[src/rtl/branch_resolve_if.sv]
// Handshake/flag bundle between the issue/flag logic and branch_resolve.
// master drives requests and flags; slave returns ready and redirect.
interface branch_resolve_if #(
    parameter int W = 16
);
    logic         flag_issue;
    logic         flag_commit;
    logic         N_flag;
    logic         Z_flag;
    logic         V_flag;
    logic         br_valid;
    logic [2:0]   br_cond;
    logic [W-1:0] br_target;
    logic [W-1:0] br_fallthru;
    logic         flush;
    logic         br_ready;
    logic         redir_valid;
    logic         redir_taken;
    logic [W-1:0] redir_pc;
    logic         pend_err;

    modport master (
        output flag_issue, flag_commit,
        output N_flag, Z_flag, V_flag,
        output br_valid, br_cond, br_target, br_fallthru, flush,
        input  br_ready, redir_valid, redir_taken, redir_pc, pend_err
    );

    modport slave (
        input  flag_issue, flag_commit,
        input  N_flag, Z_flag, V_flag,
        input  br_valid, br_cond, br_target, br_fallthru, flush,
        output br_ready, redir_valid, redir_taken, redir_pc, pend_err
    );
endinterface

[src/rtl/branch_resolve.sv]
// Branch resolution: holds a branch until all flag writers commit, then redirects.
// Optional BRANCH_STATS_EN adds taken_cnt/stall_cnt counters.
module branch_resolve #(
    parameter int W        = 16,
    parameter int MAX_PEND = 3
) (
    input  logic            clk,
    input  logic            rst,
    branch_resolve_if.slave bus
`ifdef BRANCH_STATS_EN
    ,
    output logic [15:0]     taken_cnt,
    output logic [15:0]     stall_cnt
`endif
);

    localparam int CW = $clog2(MAX_PEND + 1);
    localparam logic [CW-1:0] CNT_MAX = CW'(MAX_PEND);

    typedef enum logic [1:0] {
        S_IDLE    = 2'd0,
        S_WAIT    = 2'd1,
        S_RESOLVE = 2'd2
    } state_t;

    state_t        state;
    logic [CW-1:0] pend_cnt;
    logic          pend_err_q;
    logic          rdy_q;
    logic [2:0]    cond_q;
    logic [W-1:0]  tgt_q;
    logic [W-1:0]  ft_q;
    logic          cond_true;
    logic          no_pend;
    logic          fire;

    assign no_pend = (pend_cnt == '0);

    // Outstanding flag-writer scoreboard; saturates high, floors at zero.
    always_ff @(posedge clk or posedge rst) begin
        if (rst) begin
            pend_cnt   <= '0;
            pend_err_q <= 1'b0;
        end else begin
            unique case ({bus.flag_issue, bus.flag_commit})
                2'b10: begin
                    if (pend_cnt == CNT_MAX)
                        pend_err_q <= 1'b1;
                    else
                        pend_cnt <= pend_cnt + 1'b1;
                end
                2'b01: begin
                    if (!no_pend)
                        pend_cnt <= pend_cnt - 1'b1;
                end
                default: ;
            endcase
        end
    end

    // Branch capture / wait / resolve sequencing with registered ready.
    always_ff @(posedge clk or posedge rst) begin
        if (rst) begin
            state  <= S_IDLE;
            rdy_q  <= 1'b1;
            cond_q <= '0;
            tgt_q  <= '0;
            ft_q   <= '0;
        end else begin
            unique case (state)
                S_IDLE: begin
                    if (bus.br_valid && !bus.flush) begin
                        cond_q <= bus.br_cond;
                        tgt_q  <= bus.br_target;
                        ft_q   <= bus.br_fallthru;
                        rdy_q  <= 1'b0;
                        state  <= no_pend ? S_RESOLVE : S_WAIT;
                    end
                end
                S_WAIT: begin
                    if (bus.flush) begin
                        state <= S_IDLE;
                        rdy_q <= 1'b1;
                    end else if (no_pend) begin
                        state <= S_RESOLVE;
                    end
                end
                S_RESOLVE: begin
                    state <= S_IDLE;
                    rdy_q <= 1'b1;
                end
                default: begin
                    state <= S_IDLE;
                    rdy_q <= 1'b1;
                end
            endcase
        end
    end

    // Condition evaluation on the live flag register outputs.
    always_comb begin
        cond_true = 1'b0;
        unique case (cond_q)
            3'b000: cond_true = !bus.Z_flag;
            3'b001: cond_true = bus.Z_flag;
            3'b010: cond_true = !bus.Z_flag && !bus.N_flag;
            3'b011: cond_true = bus.N_flag;
            3'b100: cond_true = bus.Z_flag || (!bus.Z_flag && !bus.N_flag);
            3'b101: cond_true = bus.N_flag || bus.Z_flag;
            3'b110: cond_true = bus.V_flag;
            3'b111: cond_true = 1'b1;
        endcase
    end

    assign fire = (state == S_RESOLVE) && !bus.flush;

    assign bus.br_ready    = rdy_q;
    assign bus.redir_valid = fire;
    assign bus.redir_taken = fire && cond_true;
    assign bus.redir_pc    = !fire    ? '0    :
                             cond_true ? tgt_q : ft_q;
    assign bus.pend_err    = pend_err_q;

`ifdef BRANCH_STATS_EN
    // Taken redirects and WAIT-cycle stalls, both free-running wraps.
    always_ff @(posedge clk or posedge rst) begin
        if (rst) begin
            taken_cnt <= '0;
            stall_cnt <= '0;
        end else begin
            if (state == S_WAIT)
                stall_cnt <= stall_cnt + 16'd1;
            if (fire && cond_true)
                taken_cnt <= taken_cnt + 16'd1;
        end
    end
`endif

endmodule

[src/flat_wrapper.sv]
// flat-port wrapper written by rule: the top's interface ports become plain ports
module branch_resolve_flat 
#(
    parameter int W        = 16,
    parameter int MAX_PEND = 3
)
  (clk, rst, bus_flag_issue, bus_flag_commit, bus_N_flag, bus_Z_flag, bus_V_flag, bus_br_valid, bus_br_cond, bus_br_target, bus_br_fallthru, bus_flush, bus_br_ready, bus_redir_valid, bus_redir_taken, bus_redir_pc, bus_pend_err);
  branch_resolve_if #(.W(W)) bus_i ();
  input  logic clk;
  input  logic rst;
  input wire logic [$bits(bus_i.flag_issue)-1:0] bus_flag_issue;
  input wire logic [$bits(bus_i.flag_commit)-1:0] bus_flag_commit;
  input wire logic [$bits(bus_i.N_flag)-1:0] bus_N_flag;
  input wire logic [$bits(bus_i.Z_flag)-1:0] bus_Z_flag;
  input wire logic [$bits(bus_i.V_flag)-1:0] bus_V_flag;
  input wire logic [$bits(bus_i.br_valid)-1:0] bus_br_valid;
  input wire logic [$bits(bus_i.br_cond)-1:0] bus_br_cond;
  input wire logic [$bits(bus_i.br_target)-1:0] bus_br_target;
  input wire logic [$bits(bus_i.br_fallthru)-1:0] bus_br_fallthru;
  input wire logic [$bits(bus_i.flush)-1:0] bus_flush;
  output wire logic [$bits(bus_i.br_ready)-1:0] bus_br_ready;
  output wire logic [$bits(bus_i.redir_valid)-1:0] bus_redir_valid;
  output wire logic [$bits(bus_i.redir_taken)-1:0] bus_redir_taken;
  output wire logic [$bits(bus_i.redir_pc)-1:0] bus_redir_pc;
  output wire logic [$bits(bus_i.pend_err)-1:0] bus_pend_err;
  assign bus_i.flag_issue = bus_flag_issue;
  assign bus_i.flag_commit = bus_flag_commit;
  assign bus_i.N_flag = bus_N_flag;
  assign bus_i.Z_flag = bus_Z_flag;
  assign bus_i.V_flag = bus_V_flag;
  assign bus_i.br_valid = bus_br_valid;
  assign bus_i.br_cond = bus_br_cond;
  assign bus_i.br_target = bus_br_target;
  assign bus_i.br_fallthru = bus_br_fallthru;
  assign bus_i.flush = bus_flush;
  assign bus_br_ready = bus_i.br_ready;
  assign bus_redir_valid = bus_i.redir_valid;
  assign bus_redir_taken = bus_i.redir_taken;
  assign bus_redir_pc = bus_i.redir_pc;
  assign bus_pend_err = bus_i.pend_err;
  branch_resolve #(.W(W), .MAX_PEND(MAX_PEND)) u_core (.clk(clk), .rst(rst), .bus(bus_i));
endmodule
[config.mk]
export PLATFORM = sky130hd
export DESIGN_NAME = branch_resolve_flat
export DESIGN_NICKNAME = d
export VERILOG_FILES = /design/src/rtl/branch_resolve_if.sv /design/src/rtl/branch_resolve.sv /design/src/flat_wrapper.sv
export SDC_FILE = /design/constraint.sdc
export NUM_CORES = 1
export LEC_CHECK = 0
export ABC_AREA = 1
export CORE_MARGIN = 2
export CORE_UTILIZATION = 30
export CTS_BUF_LIST = sky130_fd_sc_hd__clkbuf_4
export DETAILED_ROUTE_END_ITERATION = 8
export PLACE_DENSITY = 0.52
export SLEW_MARGIN = 20
export SYNTH_ARGS = -nofsm -noshare
export SYNTH_HDL_FRONTEND = slang
export SYNTH_SLANG_ARGS = --single-unit
[constraint.sdc]
create_clock -name clk -period 3.58 [get_ports clk]
set_input_delay 0.895 -clock clk [delete_from_list [all_inputs] [get_ports clk]]
set_output_delay 0.895 -clock clk [all_outputs]
set_load 0.01 [all_outputs]
# Yosys cells after proc, flatten, opt, wreduce, memory -nomap -nowiden
# Index checks and enable logic that the tools add are counted.
[word_totals]
latchBits = 0
romBits = 0
ramBits = 0
memories = 0
word_cells = 58
out_inout_bits = 20
reg_bits = 41
in_bits = 44
[classes]
muxes = 14
n_bitwise = 0
div = 0
n_eq_ne = 17
magnitude_cmp = 0
add_sub_neg = 2
mul = 0
shift = 0
n_reduce_logical = 18
[ops]
columns = ["op", "n"]
rows = [
  ["16-bit 2-to-1 mux", 2],
  ["3-bit == test (second input constant)", 4],
  ["2-bit 2-to-1 mux", 6],
  ["1-bit one-hot mux with 8 select lines", 1],
  ["2-bit one-hot mux with 2 select lines", 2],
  ["2-bit AND reduction", 4],
  ["2-bit == test (second input constant)", 3],
  ["3-bit by 2-bit == test with 1-bit output (second input constant)", 2],
  ["2-bit != test (second input constant)", 3],
  ["2-bit by 1-bit == test with 1-bit output (second input constant)", 2],
  ["1-bit logical AND", 4],
  ["2-bit logical NOT", 2],
  ["3-bit by 1-bit == test with 1-bit output (second input constant)", 1],
  ["1-bit logical NOT", 3],
  ["3-bit logical NOT", 1],
  ["3-bit by 2-bit != test with 1-bit output (second input constant)", 1],
  ["3-bit AND reduction", 1],
  ["2-bit by 1-bit adder with 2-bit output (second input constant)", 1],
  ["1-bit logical OR", 2],
  ["1-bit 2-to-1 mux", 2],
  ["2-bit by 1-bit != test with 1-bit output (second input constant)", 1],
  ["1-bit one-hot mux with 2 select lines", 1],
  ["2-bit nonzero test", 1],
  ["2-bit by 1-bit subtractor with 2-bit output (second input constant)", 1],
]

# Longest topological paths before layout
[logic_depth]
depth_word = 6
mapped_depth = 9
mapped_depth_nobuf = 8

# Worst setup path before layout
# Ideal clock, no wire load.
[synth_timing]
path_kind = "input port to output port"
startpoint = "input bus_flush"
endpoint = "output bus_redir_pc[0]"
cell_stages = 4
path_slack_ps = 1018
required_ps = 2685
path_buffers = 1
t_arrival_ps = 1667
path_cell_list = "nor3_2 buf_6 nand2_1 nor2_1"
[synth_via]
elab_chain_len = 3
[synth_rtl]
columns = ["element", "line", "source"]
rows = [
  ["start, declared", "flat_wrapper.sv:20", "input wire logic [$bits(bus_i.flush)-1:0] bus_flush;"],
  ["1-bit logical NOT", "branch_resolve.sv:115", "assign fire = (state == S_RESOLVE) && !bus.flush;"],
  ["1-bit logical AND", "branch_resolve.sv:115", ""],
  ["via bus_redir_valid", "flat_wrapper.sv:22", "output wire logic [$bits(bus_i.redir_valid)-1:0] bus_redir_valid;"],
  ["16-bit 2-to-1 mux", "branch_resolve.sv:120", "assign bus.redir_pc = !fire ? '0 :"],
  ["end, declared", "flat_wrapper.sv:24", "output wire logic [$bits(bus_i.redir_pc)-1:0] bus_redir_pc;"],
]
# The timed path passes the listed nets, and every way through them passes these cells.

# Worst setup path in the final report
[layout_timing]
startpoint = "input bus_flush"
endpoint = "output bus_redir_valid"
[layout_via]
elab_chain_len = 2
[layout_rtl]
columns = ["element", "line"]
rows = [
  ["1-bit logical NOT", "branch_resolve.sv:115"],
  ["1-bit logical AND", "branch_resolve.sv:115"],
  ["end, declared", "flat_wrapper.sv:22"],
]
# Every way passes these cells.

==> results.ini <==
[pwr]
p_int_mw = 1.34
combinationalPowerShare = 0.488
vdd_drop_max_mv = 0.253
total_power_mw = 2.11
switching_share = 0.364
power.switching_mw = 0.769
p_per_area_nw_per_um2 = 701
seq_power_share = 0.373
p_clk_frac = 0.139
cellLeakagePower_nw = 1.68

[setup_path]
cp_data_required_time_ps = 2680
cp.buffers_inverters = 3
arrival_ps = 2400
path_cells = clkdlybuf4s50_1 -> nor3_2 -> buf_4 -> clkdlybuf4s50_1
cp_common_cell = clkdlybuf4s50_1
path_class = primary input to output port
cp_top_family = buffers and inverters
cp_max_fo = 11
critPathMaxStageDelay_ps = 550
endpoint_kind = output port
critPathSlowestCell = clkdlybuf4s50_1
cp-start-kind = primary input

[synth]
synth_cells = 242
synth_warnings = 0
synth_area_per_cell_um2 = 8.87
synth_area_um2 = 2150
post_synth_num_cell_types = 24
ys_ff_latch = 41
ys_seq_area_frac = 0.479
synth_nets = 288

[status]
status = complete, no violations

[timing]
clock_skew_ps = 6.27
rsz0062_at_grt = false
finalCritPeriodShare = 0.920
setup_tns_ps = 0
setup_viol = 0
max_freq_mhz = 304
hold_viol = 0
finalMaxSlewViolations = 0
tightest_slew_ps = 873
min_period_ps = 3290
slew_headroom = 0.417

[detailed_routing]
antenna_left = 0
routed_via_density = 4.41
totalWireLength_um = 4840
drtIter0Drc = 49
wl_per_cell_um = 12.0
num_vias = 1776
dr.pass1.iters = 4
drc_errors = 0

[placed_design]
dp_hpwl_um = 3350
port-buffer-count = 63
placed_area_um2 = 2900
gp_congestion = 0.759
placed_cells = 396

[floorplanning]
pin_count = 64
core-area_um2 = 6870
rows = 30
initial_core_util = 0.312
die_area_um2 = 7850
die_x_um = 88.6
fp.dieH_um = 88.6

[global_routing]
overflow = 0
grt_start_max_net_pins = 42
antenna_found_initial = 0
grt_pass1_vias = 1748
grt_usage = 0.132
grt_pass1_wl_um = 8010

[clock_tree]
h-tree-depth = 2
clockBufferDepth = 2
clk_pin_slew_ps = 120
clock-root-buffer = clkbuf_4
cts-buffers-inserted = 5
clk_latency_ps = 350
cts.sinks = 41
postCtsSetupBuffers = 0
cts_tree = done

[finish]
layout.nets = 353
final_cell_mix = 46 x clkdlybuf4s50_1, 40 x nor2_1, 40 x dfrtp_1
final_common_cell = clkdlybuf4s50_1
final_area_um2 = 3010
layout-drive-gt1-share = 0.127
stdcell_count = 403
area_growth_pct = 40.5
antennaDiodeCount = 0
fin_util = 0.439

[hold_path]
hold_class = register to register

[flow_run]
cap_violations = 0

[routing by layer]
metal  wire length, um  global-route usage
met1              2360               0.174
met2              2100               0.209
met3               319              0.0382
met4                64              0.0413
met5                 0                   0
[worst reg2reg max path, cell delays in order (launching register included)]
cell and delay, ps:
dfrtp_1 380, inv_1 160, nand3_4 230, buf_12 260, mux2_4 340
[sequential cells by signal, indices dropped and copies added, names as in the netlist]
name / cells
u_core.bus.br_ready: 1
u_core.bus.pend_err: 1
u_core.cond_q: 3
u_core.ft_q: 16
u_core.pend_cnt: 2
u_core.state: 2
u_core.tgt_q: 16
[final timing paths]
kind	from	to	slack (ps)	cells past startpoint
max reg2reg	u_core.state[1]$_DFFE_PP0P_	u_core.tgt_q[0]$_DFFE_PP0P_	2120	4
min in group asynchronous	rst	u_core.ft_q[14]$_DFFE_PP0P_	1030	2
min reg2reg	u_core.bus.br_ready$_DFFE_PP1P_	u_core.bus.br_ready$_DFFE_PP1P_	470	2
max in group asynchronous	rst	u_core.tgt_q[9]$_DFFE_PP0P_	2000	2
max	bus_flush	bus_redir_valid	290	4
min	u_core.bus.br_ready$_DFFE_PP1P_	u_core.bus.br_ready$_DFFE_PP1P_	470	2
[through the flow]
stage               hold WS (ps)  setup WS [ps]
finish                       472            285
global route                 513            216
CTS                          476           2.57
detailed placement           454           4.70
global placement             449           5.96
floorplan                    467           1020
[what timing repair did]
| action | in CTS | in global routing |
|---|---|---|
| hold endpoints to repair | 0 | 0 |
| resized for setup | 0 | 17 |
| setup endpoints to repair | 0 | 17 |
| hold buffers | 0 | 0 |
[synthesized netlist by cell type, drive strengths merged]
cell | count | area [um^2]
nor2 | 41 | 161
dfrtp | 40 | 1000
a21oi | 39 | 195
nand2 | 35 | 136
inv | 30 | 113
nand3 | 18 | 103
mux2 | 16 | 214
buf | 12 | 113
ha | 2 | 25.0
o21ai | 2 | 10.0
a21boi | 1 | 7.51
dfstp | 1 | 26.3
nor3 | 1 | 10.0
o31ai | 1 | 7.51
or2 | 1 | 6.26
xnor2 | 1 | 8.76
xor2 | 1 | 8.76
[cells by family (layout without fill, tap and decap cells)]
family / count (synthesis) / count (layout) / synth area share
simple gates: 96 / 96 / 0.194
mux: 16 / 16 / 0.0997
xor+xnor: 2 / 2 / 0.00816
compound gates: 43 / 43 / 0.103
flops: 41 / 41 / 0.479
fa+ha+maj: 2 / 2 / 0.0117
buf+inv: 42 / 107 / 0.105
[area by class of cell]
type	instances	area [um^2]
Inverter	30	113
Clock buffer	5	37.5
Tap cell	96	120
Fill cell	699	3850
Timing Repair Buffer	70	788
Sequential cell	41	1030
Clock inverter	2	35.0
Multi-Input combinational cell	159	893
[power by group through the flow]
| stage | Combinational (mW) | Sequential, mW | Clock (mW) |
|---|---|---|---|
| finish | 1.03 | 0.788 | 0.294 |
| global route | 1.15 | 0.819 | 0.327 |
| CTS | 1.06 | 0.789 | 0.306 |
| detailed placement | 1.05 | 0.799 | 0 |
| global placement | 1.05 | 0.790 | 0 |
| floorplan | 0.743 | 0.778 | 0 |
Power figures use the tool's default switching activity.
